## config.mk

```make
export PLATFORM = sky130hd
export DESIGN_NAME = ahb_dffram_bridge
export DESIGN_NICKNAME = d
export VERILOG_FILES = /design/src/rtl/ahb_dffram_bridge.sv
export SDC_FILE = /design/constraint.sdc
export NUM_CORES = 1
export LEC_CHECK = 0
export ABC_CLOCK_PERIOD_IN_PS = 2400
export BUFFER_PORTS_ARGS = -buffer_cell sky130_fd_sc_hd__buf_2
export CORE_UTILIZATION = 31
export CTS_CLUSTER_DIAMETER = 100
export DETAILED_ROUTE_END_ITERATION = 8
export PLACE_DENSITY = 0.76
export SYNTH_ARGS = -nofsm -noshare
export SYNTH_HDL_FRONTEND = slang
export SYNTH_SLANG_ARGS = --single-unit
```

## constraint.sdc

```tcl
create_clock -name CLK -period 2.4 [get_ports CLK]
set_input_delay 0.48 -clock CLK [delete_from_list [all_inputs] [get_ports CLK]]
set_output_delay 0.48 -clock CLK [all_outputs]
set_load 0.05 [all_outputs]
```

## src/rtl/ahb_dffram_bridge.sv

```systemverilog
`default_nettype none
// ============================================================================
//  Module   : ahb_dffram_bridge
//  Purpose  : AHB-Lite slave in front of a single DFFRAM macro. Turns AHB
//             address/data phases into single-cycle macro accesses, builds
//             byte-lane write enables, inserts one wait state when a read
//             address phase collides with a write data phase, and returns
//             the two-cycle ERROR response for unsupported transfers.
//  Ports    :
//    CLK        in   clock, rising edge, shared with the macro
//    RESETn     in   asynchronous active-low reset
//    HSEL       in   slave select
//    HADDR      in   byte address (low AW bits reach the macro)
//    HTRANS     in   transfer type, NONSEQ/SEQ are real transfers
//    HWRITE     in   1 = write
//    HSIZE      in   0 = byte, 1 = half, 2 = word, others rejected
//    HWDATA     in   write data, data phase
//    HREADY     in   bus ready
//    HREADYOUT  out  slave ready
//    HRESP      out  0 = OKAY, 1 = ERROR
//    HRDATA     out  read data (meaningful in the read data phase)
//    RAM_EN     out  macro enable
//    RAM_WE     out  macro byte write enables
//    RAM_A      out  macro byte address
//    RAM_Di     out  macro write data
//    RAM_Do     in   macro registered read data
//  Revision : 1.0  initial release
// ============================================================================
module ahb_dffram_bridge #(
    parameter int AW = 8
) (
    input  logic          CLK,
    input  logic          RESETn,
    input  logic          HSEL,
    input  logic [31:0]   HADDR,
    input  logic [1:0]    HTRANS,
    input  logic          HWRITE,
    input  logic [2:0]    HSIZE,
    input  logic [31:0]   HWDATA,
    input  logic          HREADY,
    output logic          HREADYOUT,
    output logic          HRESP,
    output logic [31:0]   HRDATA,
    output logic          RAM_EN,
    output logic [3:0]    RAM_WE,
    output logic [AW-1:0] RAM_A,
    output logic [31:0]   RAM_Di,
    input  logic [31:0]   RAM_Do
);

    localparam logic [2:0] C_SIZE_BYTE = 3'd0;
    localparam logic [2:0] C_SIZE_HALF = 3'd1;
    localparam logic [2:0] C_SIZE_WORD = 3'd2;

    typedef enum logic [2:0] {
        ST_IDLE  = 3'd0,
        ST_WDATA = 3'd1,
        ST_RDATA = 3'd2,
        ST_RPEND = 3'd3,
        ST_ERR1  = 3'd4,
        ST_ERR2  = 3'd5
    } state_t;

    state_t        state_q, state_d;
    logic [AW-1:0] wr_addr_q, wr_addr_d;
    logic [3:0]    wr_mask_q, wr_mask_d;
    logic [AW-1:0] rd_pend_addr_q, rd_pend_addr_d;

    logic          w_acc;
    logic          w_err_req;
    logic [3:0]    w_mask;

    // Bits that carry no information for this slave.
    logic          w_unused_ok;
    assign w_unused_ok = &{1'b0, HADDR[31:AW], HTRANS[0]};

    // Gating with RESETn keeps the macro idle while reset is held, even if
    // the bus still presents a transfer.
    assign w_acc = HSEL & HREADY & HTRANS[1] & RESETn;

    assign w_err_req = (HSIZE > C_SIZE_WORD)
                     | ((HSIZE == C_SIZE_HALF) & HADDR[0])
                     | ((HSIZE == C_SIZE_WORD) & (HADDR[1:0] != 2'b00));

    always_comb begin
        w_mask = 4'b1111;
        case (HSIZE)
            C_SIZE_BYTE: w_mask = 4'b0001 << HADDR[1:0];
            C_SIZE_HALF: w_mask = HADDR[1] ? 4'b1100 : 4'b0011;
            default:     w_mask = 4'b1111;
        endcase
    end

    // Write data and read data pass straight through; HRDATA is only
    // looked at by the master during a read data phase.
    assign RAM_Di = HWDATA;
    assign HRDATA = RAM_Do;

    // ------------------------------------------------------------------
    // State register
    // ------------------------------------------------------------------
    always_ff @(posedge CLK or negedge RESETn) begin
        if (!RESETn) begin
            state_q        <= ST_IDLE;
            wr_addr_q      <= '0;
            wr_mask_q      <= '0;
            rd_pend_addr_q <= '0;
        end else begin
            state_q        <= state_d;
            wr_addr_q      <= wr_addr_d;
            wr_mask_q      <= wr_mask_d;
            rd_pend_addr_q <= rd_pend_addr_d;
        end
    end

    // ------------------------------------------------------------------
    // Next state and outputs
    // ------------------------------------------------------------------
    always_comb begin
        state_d        = state_q;
        wr_addr_d      = wr_addr_q;
        wr_mask_d      = wr_mask_q;
        rd_pend_addr_d = rd_pend_addr_q;
        HREADYOUT      = 1'b1;
        HRESP          = 1'b0;
        RAM_EN         = 1'b0;
        RAM_WE         = 4'b0000;
        RAM_A          = '0;

        // Data-phase side: what the current state owes the macro/bus.
        case (state_q)
            ST_WDATA: begin
                RAM_EN = 1'b1;
                RAM_WE = wr_mask_q;
                RAM_A  = wr_addr_q;
            end
            ST_RPEND: begin
                // Macro was busy with the write last cycle; issue the
                // deferred read now and hold the bus for it.
                RAM_EN    = 1'b1;
                RAM_A     = rd_pend_addr_q;
                HREADYOUT = 1'b0;
            end
            ST_ERR1: begin
                HREADYOUT = 1'b0;
                HRESP     = 1'b1;
            end
            ST_ERR2: begin
                HRESP = 1'b1;
            end
            default: begin
            end
        endcase

        // Address-phase side. RPEND and ERR1 stall the bus, so no new
        // address phase can complete in those states.
        if (state_q == ST_RPEND) begin
            state_d = ST_RDATA;
        end else if (state_q == ST_ERR1) begin
            state_d = ST_ERR2;
        end else if (!w_acc) begin
            state_d = ST_IDLE;
        end else if (w_err_req) begin
            state_d = ST_ERR1;
        end else if (HWRITE) begin
            wr_addr_d = HADDR[AW-1:0];
            wr_mask_d = w_mask;
            state_d   = ST_WDATA;
        end else if (state_q == ST_WDATA) begin
            rd_pend_addr_d = HADDR[AW-1:0];
            state_d        = ST_RPEND;
        end else begin
            // Port is free: launch the read in its own address phase so
            // the registered macro output lands in the data phase.
            RAM_EN  = 1'b1;
            RAM_WE  = 4'b0000;
            RAM_A   = HADDR[AW-1:0];
            state_d = ST_RDATA;
        end
    end

endmodule
`default_nettype wire

```

==> results summary, run 1 <==
The flow ran to the end, but the final reports show violations. The checks that failed: setup timing. The total global-route track usage is 10.8%. STA classifies the critical path startpoint as a primary input.

The ratio of cells with drive above 1 in the final layout is between 50% and 60%. In this run the mean area of a mapped cell was between 10 and 15 µm². The hold violation count in the final report came out at 0. For this configuration, the core starts out at a cell density of about a third. The final period demand of the worst path came out at 2.50 ns. The via count of the first global-routing pass is between 1000 and 1500. The prevailing post-synth register cell is sky130_fd_sc_hd__dfrtp_1. The synthesized-area fraction occupied by ao, oa, aoi and oai cells is 9.78%. The iteration-0 DRC count of the detailed router came out at 18.

The detailed-placement wirelength estimate is 2390 µm. The worst reg-to-reg path cell count is 5. The area of the mapped netlist is around 1700 µm².

The flip-flop and latch count after synthesis came out at 23. The average wire per standard cell is 14.4 µm. Multiplexer cells account for 17.9% of the synthesized area.

The initial antenna violation count came out at 0. Setup repair after global routing could not meet its margin everywhere. The worst setup margin is -0.102 ns. The cell at the root of the clock tree is sky130_fd_sc_hd__clkbuf_8. The floorplan step set the die height to 76.1 µm.

The count of buffers inserted at the top-level ports is 31. The layout net count is 257. The global placer's final weighted congestion is 0.779. After clock tree synthesis, the clock-pin slew on the worst setup and hold paths is 0.08 ns. The number of CTS-inserted buffers came out at 3. Summing the areas of all xor and xnor instances in the mapped netlist gives 0% of the synthesized area.

The floorplan row count came out at 26. The number of levels the H-tree was split into came out at 1. Following the worst setup path forward leads to its endpoint at RAM_A[5]. The share of flip-flops with an asynchronous set or reset came out at 100%. The latest clock arrival within the worst-skew pair is 0.26 ns.

For this design the top-level I/O count stands at approximately 190. The end-of-flow core utilization came out at between 30% and 40%. TritonCTS built the clock tree. The leakage power total is 0.795 nW. The count of final max-slew check failures is 0.

Internal power comes to approximately 750 µW. The first global-routing pass estimated a little over 5000 µm of wire. Counting flops with a built-in enable in the synthesized netlist gives 0. The via count of the routed design came out at 1063. The classification of the worst setup path is in -> out.

The relative max-transition margin came out at 66.5%. In this run, flip-flops and latches consume around two fifths of the power. STA classifies the critical path endpoint as an output port.

The endpoint identified for the worst register-to-register timing path is rd_pend_addr_q[3]. The pin count of the biggest net entering global routing came out at 24. The slack of the worst reg-to-reg path came out at about 0.59 ns. The core area came out at around 5200 µm². For the pin with the worst max-slew slack, the measured transition is about 0.5 ns. In this run the remaining antenna-violating nets after routing total 0. STA puts the critical path data required time at 1.92 ns. The horizontal extent of the die came out at 76.1 µm. The power density relative to cell area is ~690 nW/µm². The startpoint identified for the worst register-to-register timing path is state_q[2]. Across the run, the number of max-cap violations was 0.

Summing the areas of all and, or, nand and nor instances in the mapped netlist gives slightly below 9% of the synthesized area. The switching part of the total came out at 39.6%. The first detailed-routing pass ran for 4 iterations. Setup violations remaining at the end of the flow were counted as 9. After synthesis, the largest family of logic cells by area is buffers and inverters.

For this run, design rule violations remaining after detail routing come to 0. Across the VDD grid, the largest voltage drop is around 0.00039 V. The total detailed-routing wirelength is 3170 µm. For this run the aggregate overflow at the end of global routing stands at 0. The share of power burned in the clock network is between 10% and 20%. The upper clock frequency limit came out at 0.400 GHz.

The part of the total power dissipated in combinational logic came out at 41.1%. The area growth from synthesis to layout is 5.37%. The arrival time at the worst endpoint came out at 2.02 ns.

The number of synthesis warnings came out at 0. The via-per-instance ratio is a little under 5. The gate count after technology mapping came out at 169. The synthesized netlist devotes 0% of its cell area to adder and majority cells.

In this run the worst path has a maximum fanout of 8. The type of the worst min-delay path is in -> async. The number of sinks driven by the clock tree is 23. The worst-case setup slack after placement came out at -0.271 ns. The clock skew after layout is roughly 0.00081 ns. Power comes to 1.24 mW. The launching element of the worst setup path is HSIZE[0]. The die area came out at 5790 µm². The net switching power of the design is 493 µW. The net count after synthesis came out at about 280. The final worst-path cycle share came out at 104%. The number of antenna diodes came out at 0. The sequential area share after synthesis is between 30% and 40%.

Counting distinct cell types in the post-synthesis netlist gives 28. The number of buffers between clock root and the deepest sink is 2.
[area by class of cell]
class | instances | area (µm²)
fillers | 562 | 3410
multi-input cells | 76 | 719
flip-flops and latches | 23 | 576
repair buffers | 46 | 360
well taps | 70 | 87.6
clock buffers | 3 | 41.3
clock inverters | 1 | 5.00
inverters | 1 | 3.75
[routing by layer]
| layer | global-route usage, % | vias up | share of wire [%] |
|---|---|---|---|
| li1 | - | 484 | - |
| met5 | 0 | - | 0 |
| met2 | 18.7 | 56 | 49 |
| met3 | 2.75 | 18 | 7.8 |
| met4 | 5.19 | 0 | 1.7 |
| met1 | 12.5 | 505 | 41 |
[state kept, by name (all words and copies together), names as in the netlist]
| signal | count |
|---|---|
| rd_pend_addr_q | 8 |
| wr_addr_q | 8 |
| wr_mask_q | 4 |
| state_q | 3 |
[power by group through the flow]
stage          combinational (mW)  sequential [mW]  clock (mW)
2_1_floorplan               0.643            0.493           0
3_3_place_gp                0.470            0.503           0
3_5_place_dp                0.476            0.507           0
4_1_cts                     0.518            0.499       0.241
5_1_grt                     0.547            0.510       0.261
6_report                    0.512            0.499       0.234
[timing repair]
action	CTS	global route
setup endpoints to repair	9	9
buffers inserted	0	0
gates resized for setup	26	1
hold endpoints to repair	0	0
hold buffers	0	0
pin swaps	1	0
[synth_stat cells (all sizes together), types with 2 or more instances]
cell type,count,share of area [%]
buf,65,29
dfrtp,23,34
mux2,20,13
o2bb2ai,9,4.6
mux2i,8,4.7
o21ai,7,2.1
nor2,6,1.3
and2,4,1.5
clkbuf,4,0.96
nor2b,4,1.5
nor3,3,1.8
a211oi,2,0.88
a21oi,2,0.59
nand2,2,0.44
[per-stage QoR]
stage               hold WS [ns]  TNS, ns  instances  area (µm²)
floorplan                  0.184    -2.67        169        1770
global placement           0.487    -2.92        216        1630
detailed placement         0.492    -2.94        216        1630
CTS                        0.214   -0.855        220        1790
global route               0.221    -1.41        220        1790
finish                     0.206   -0.832        220        1790
[worst min-delay path by stage]
| stage | startpoint | to | slack (ns) | depth (start not counted) |
|---|---|---|---|---|
| 5_1_grt | RESETn | wr_addr_q[0] | 0.22 | 2 |
| 3_5_place_dp | wr_mask_q[1] | wr_mask_q[1] | 0.49 | 1 |
| 2_1_floorplan | RESETn | rd_pend_addr_q[0] | 0.18 | 0 |
| 6_report | RESETn | wr_addr_q[0] | 0.21 | 2 |
| 4_1_cts | RESETn | wr_addr_q[0] | 0.21 | 2 |
| 3_3_place_gp | wr_mask_q[1] | wr_mask_q[1] | 0.49 | 1 |
[cell families after synthesis]
| logic type | count (synthesis) |
|---|---|
| DFF | 23 |
| AOI/OAI and AO/OA | 23 |
| muxes | 28 |
| buffers and inverters | 70 |
| and+or+nand+nor | 25 |
[worst max-delay path: stages]
cell and delay (ns):
sky130_fd_sc_hd__buf_6 0.09, sky130_fd_sc_hd__or3_4 0.37, sky130_fd_sc_hd__a2111o_1 0.44, sky130_fd_sc_hd__nor3_4 0.17
sky130_fd_sc_hd__buf_12 0.17, sky130_fd_sc_hd__o2bb2ai_2 0.12, sky130_fd_sc_hd__buf_6 0.18
[placed cells by master, fill, tap and decap left out, drive strengths merged]
cell type,count
buf,46
dfrtp,23
mux2,20
o2bb2ai,9
mux2i,8
o21ai,7
nor2,6
and2,4
nor2b,4
clkbuf,3
nor3,3
nand2,2
a211oi,2
a21oi,2
nand2b,1
a21o,1
or3,1
nand4,1
a2111o,1
nor3b,1
nand3,1
a2bb2oi,1
and3,1
inv,1
clkinv,1
Note: power is estimated with default switching activity, not from simulation.
==> run 2, diff against run 1 <==
- ABC_AREA: not set -> 1
- CORE_UTILIZATION: 31 -> 32
- PLACE_DENSITY: 0.76 -> 0.77
- SLEW_MARGIN: not set -> 30
==> results summary, run 2 <==
The run finished with clean final reports. The number of fillers in the final layout came to 564 (+0.36%). The count of buffers inserted at the top-level ports was 31 (unchanged). The leakage power total is 0.909 nW (+14%).

The switching part of the total came out at 45.9% (+6.3 points). The worst register-to-register path begins at state_q[0]. The cell seen most often among critical-path stages is sky130_fd_sc_hd__nand2_2. The critical path data required time is 1.92 ns (about the same). The floorplan row count came to 26 (unchanged). In the post-synthesis netlist, the cell with the most instances is sky130_fd_sc_hd__buf_4.

The net count after synthesis came to 341 (+24%). The detailed-placement wirelength estimate came out at 2520 µm (+5.3%). The final worst-path cycle share came out at 94.5% (-9.7 points). The cell type with the highest aggregate area in the netlist is sky130_fd_sc_hd__dfrtp_1. The number of enable-type register cells in the synthesized netlist came to 0 (unchanged). The area of the mapped netlist is 1800 µm² (+5.7%). The ratio of cells with drive above 1 in the final layout is 28.5% (-27 points). The via count of the routed design came out at 1349 (+27%). The max-cap violation count came to 0 (unchanged).

The number of buffers inserted for hold repair after clock tree synthesis came out at 0 (unchanged). The worst setup margin is 0.131 ns (+0.234 ns). The number of buffers between clock root and the deepest sink was 2 (unchanged). The average wire per standard cell is 12.6 µm (-13%).

The worst setup path is launched from a register. The post-placement cell area came to 1580 µm² (-3.6%). Broken down by cell family, the worst path's largest delay share belongs to simple AND/OR/NAND/NOR gates. The iteration-0 DRC count of the detailed router came out at 92 (+74). The number of levels the H-tree was split into is 1 (unchanged).

The core area came out at 5270 µm² (+1.2%). The net switching power of the design came to 591 µW (+20%). The boundary pin count came out at 185 (unchanged).

The global placer's final weighted congestion was 0.827 (+6.2%). The layout net count came to 314 (+22%). The hold violation count in the final report is 0 (unchanged). The average cell area after synthesis is 7.65 µm² (-24%). The flip-flop and latch count after synthesis is 23 (unchanged). The number of buffers inserted to repair setup after CTS was 0 (unchanged). The number of antenna diodes is 0 (unchanged).

The post-route standard cell area excluding fillers is 1620 µm² (-9.6%). The number of distinct standard cells referenced by the synthesized netlist came out at 19 (-32%). The latest clock arrival within the worst-skew pair came out at 0.28 ns (+0.02 ns). In the synthesized netlist the dominant register cell turns out to be sky130_fd_sc_hd__dfrtp_1. The share of power burned in the clock network came to 19.4% (+0.6 points). The total congestion overflow after global routing came to 0 (unchanged). The pin count of the biggest net entering global routing was 24 (unchanged). The worst IR drop on VDD is 0.000273 V (-29%). The upper clock frequency limit came out at 0.441 GHz (+10%). The largest registers in the layout are rd_pend_addr_q: 8 flops, wr_addr_q: 8 flops, wr_mask_q: 4 flops. The final period demand of the worst path is 2.27 ns (-0.234 ns). The sequential area share after synthesis came out at 32.0% (-1.8 points). The share of flip-flops with an asynchronous set or reset is 100% (unchanged). The worst hold margin is 0.220 ns (+0.0142 ns). The power density relative to cell area is 793 nW/µm² (+14%). The slack of the worst reg-to-reg path is 0.76 ns (+0.17 ns). The transition time at the pin with the least slew margin came to 0.349 ns (-0.152 ns). By area the synthesized netlist is led by sky130_fd_sc_hd__dfrtp_1, sky130_fd_sc_hd__buf_4, sky130_fd_sc_hd__nand2_1, sky130_fd_sc_hd__nand4_1, sky130_fd_sc_hd__a22oi_1.

The cell at the slowest stage of the critical path is sky130_fd_sc_hd__dfrtp_1. Compared with the post-synthesis result, the final layout area differs by -9.81%. The internal power component came out at 696 µW (-7.4%). The via-per-instance ratio is 4.87 (+0.79%). The worst hold path belongs to the class in -> async. The biggest cell delay along the critical path came out at 0.42 ns (-0.02 ns). The clock tree from TritonCTS is done. The part of the total power dissipated in combinational logic is 41.6% (+0.5 points). The global-route wire length before repair came to 5750 µm (+13%). The number of synthesis warnings came out at 0 (unchanged). In this run the critical register-to-register path is captured at wr_addr_q[2].

The total detailed-routing wirelength is 3480 µm (+9.6%). The final setup violation count is 0 (-9). The initial antenna violation count is 0 (unchanged).

The via count of the first global-routing pass was 1272 (+20%). The die area came out at 5920 µm² (+2.3%). The total power came out at 1.29 mW (+3.4%). The remaining number of nets flagged by the antenna check after routing was 0 (unchanged). The relative max-transition margin came out at 76.6% (+10 points). The number of resized instances in the post-cts repair step came out at 0 (-100%). The total global-route track usage is 12.2% (+1.4 points). The worst-case setup slack after placement is 0.217 ns (+0.488 ns). The worst reg-to-reg path cell count came to 7 (+2).

The initial core utilization came to 34.1% (+1.4 points). The endpoint class of the critical path is an output port. In the layout the commonest cells are sky130_fd_sc_hd__nand2_1, sky130_fd_sc_hd__buf_2, sky130_fd_sc_hd__nand4_1, sky130_fd_sc_hd__dfrtp_1, sky130_fd_sc_hd__inv_1. The count of final max-slew check failures is 0 (unchanged). The classification of the worst setup path is reg -> out.

The gate count after technology mapping came out at 235 (+39%). The sum of negative setup slack came to 0 ns (+0.832 ns). The arrival time at the worst endpoint is 1.79 ns (-0.23 ns). The number of detailed-routing iterations run before antenna repair came to 4 (unchanged). The signal on the critical path passes through nor2_1 -> nand2_2 -> nand2_2 -> nor2_4 -> nand4_1 -> nand2_1 -> buf_2.

The clock-pin slew on the worst setup and hold paths came out at 0.08 ns (about the same). The number of sinks driven by the clock tree is 23 (unchanged). Leaving out fill and tap cells, the most frequent cell in the layout is sky130_fd_sc_hd__nand2_1. The chip height was 77.0 µm (+1.1%). The buffering stage count on the worst path with inverters included came out at 1 (-2). The horizontal extent of the die came to 77.0 µm (+1.1%). The top fanout value on the critical path is 14 (+6). The part of the power in registers came out at 39.0% (-1.1 points). The number of CTS-inserted buffers came out at 3 (unchanged).

The root buffer cell chosen for the clock tree is sky130_fd_sc_hd__clkbuf_8. The clock skew after layout is 0.00276 ns (+0.00195 ns). Ranked by instance count, the synthesized netlist is headed by sky130_fd_sc_hd__buf_4, sky130_fd_sc_hd__nand2_1, sky130_fd_sc_hd__nand4_1. The top cell type's share of synthesized area came out at 32.0% (-1.8 points). Setup repair after global routing left no endpoint under its margin. The number of DRC violations after detailed routing is 0 (unchanged).
[run 2: how the worst max path moves through the flow]
| stage | start | end | slack, ns | depth (start not counted) |
|---|---|---|---|---|
| finish | state_q[0] | RAM_A[0] | 0.13 | 7 |
| global route | state_q[2] | RAM_A[6] | 0.01 | 6 |
| CTS | state_q[0] | RAM_A[0] | 0.11 | 7 |
| detailed placement | HADDR[0] | RAM_A[0] | 0.22 | 7 |
| global placement | HADDR[0] | RAM_A[6] | 0.26 | 7 |
| floorplan | HSEL | RAM_EN | 0.42 | 6 |
[run 2: logic make-up after synthesis]
group	share of synthesized area, %
buf+inv	32.8
compound gates	5.29
flops	32.0
simple gates	29.9
[run 2: final cells by class]
| type | count | area, µm² | area share, % |
|---|---|---|---|
| timing repair buffer | 40 | 223 | 13.7 |
| clock inverter | 1 | 5.00 | 0.309 |
| tap | 70 | 87.6 | 5.40 |
| multi-input combinational | 125 | 633 | 39.0 |
| inverter | 15 | 56.3 | 3.47 |
| sequential | 23 | 576 | 35.5 |
| clock buffer | 3 | 41.3 | 2.55 |
[run 2: per-stage QoR]
stage               utilization [%]  instances
global placement               29.9        273
floorplan                         -        235
global route                   30.8        277
finish                         30.8        277
detailed placement             29.9        273
CTS                            30.8        277
[run 2: power groups by stage]
| stage | Clock, mW | Combinational [mW] | Sequential, mW |
|---|---|---|---|
| after floorplan | 0 | 0.696 | 0.500 |
| after global placement | 0 | 0.528 | 0.507 |
| after detailed placement | 0 | 0.537 | 0.511 |
| after CTS | 0.253 | 0.538 | 0.502 |
| after global routing | 0.274 | 0.586 | 0.512 |
| final | 0.249 | 0.535 | 0.502 |
[run 2: worst reg2reg max path, cell delays in order, from the launching register on]
cell and delay (ns):
sky130_fd_sc_hd__dfrtp_1 0.42, sky130_fd_sc_hd__nor2_1 0.09, sky130_fd_sc_hd__nand2_2 0.11, sky130_fd_sc_hd__nand2_2 0.08, sky130_fd_sc_hd__nor2_4 0.29, sky130_fd_sc_hd__nand3_2 0.34
sky130_fd_sc_hd__nand2_1 0.15, sky130_fd_sc_hd__nand2_1 0.06
[run 2: metal layers]
layer / GRT usage (%) / part of all wire (%) / vias up
li1: - / - / 655
met1: 13.8 / 43 / 626
met2: 19.9 / 48 / 58
met3: 3.33 / 6.8 / 10
met4: 8.27 / 2.5 / 0
met5: 0 / 0 / -
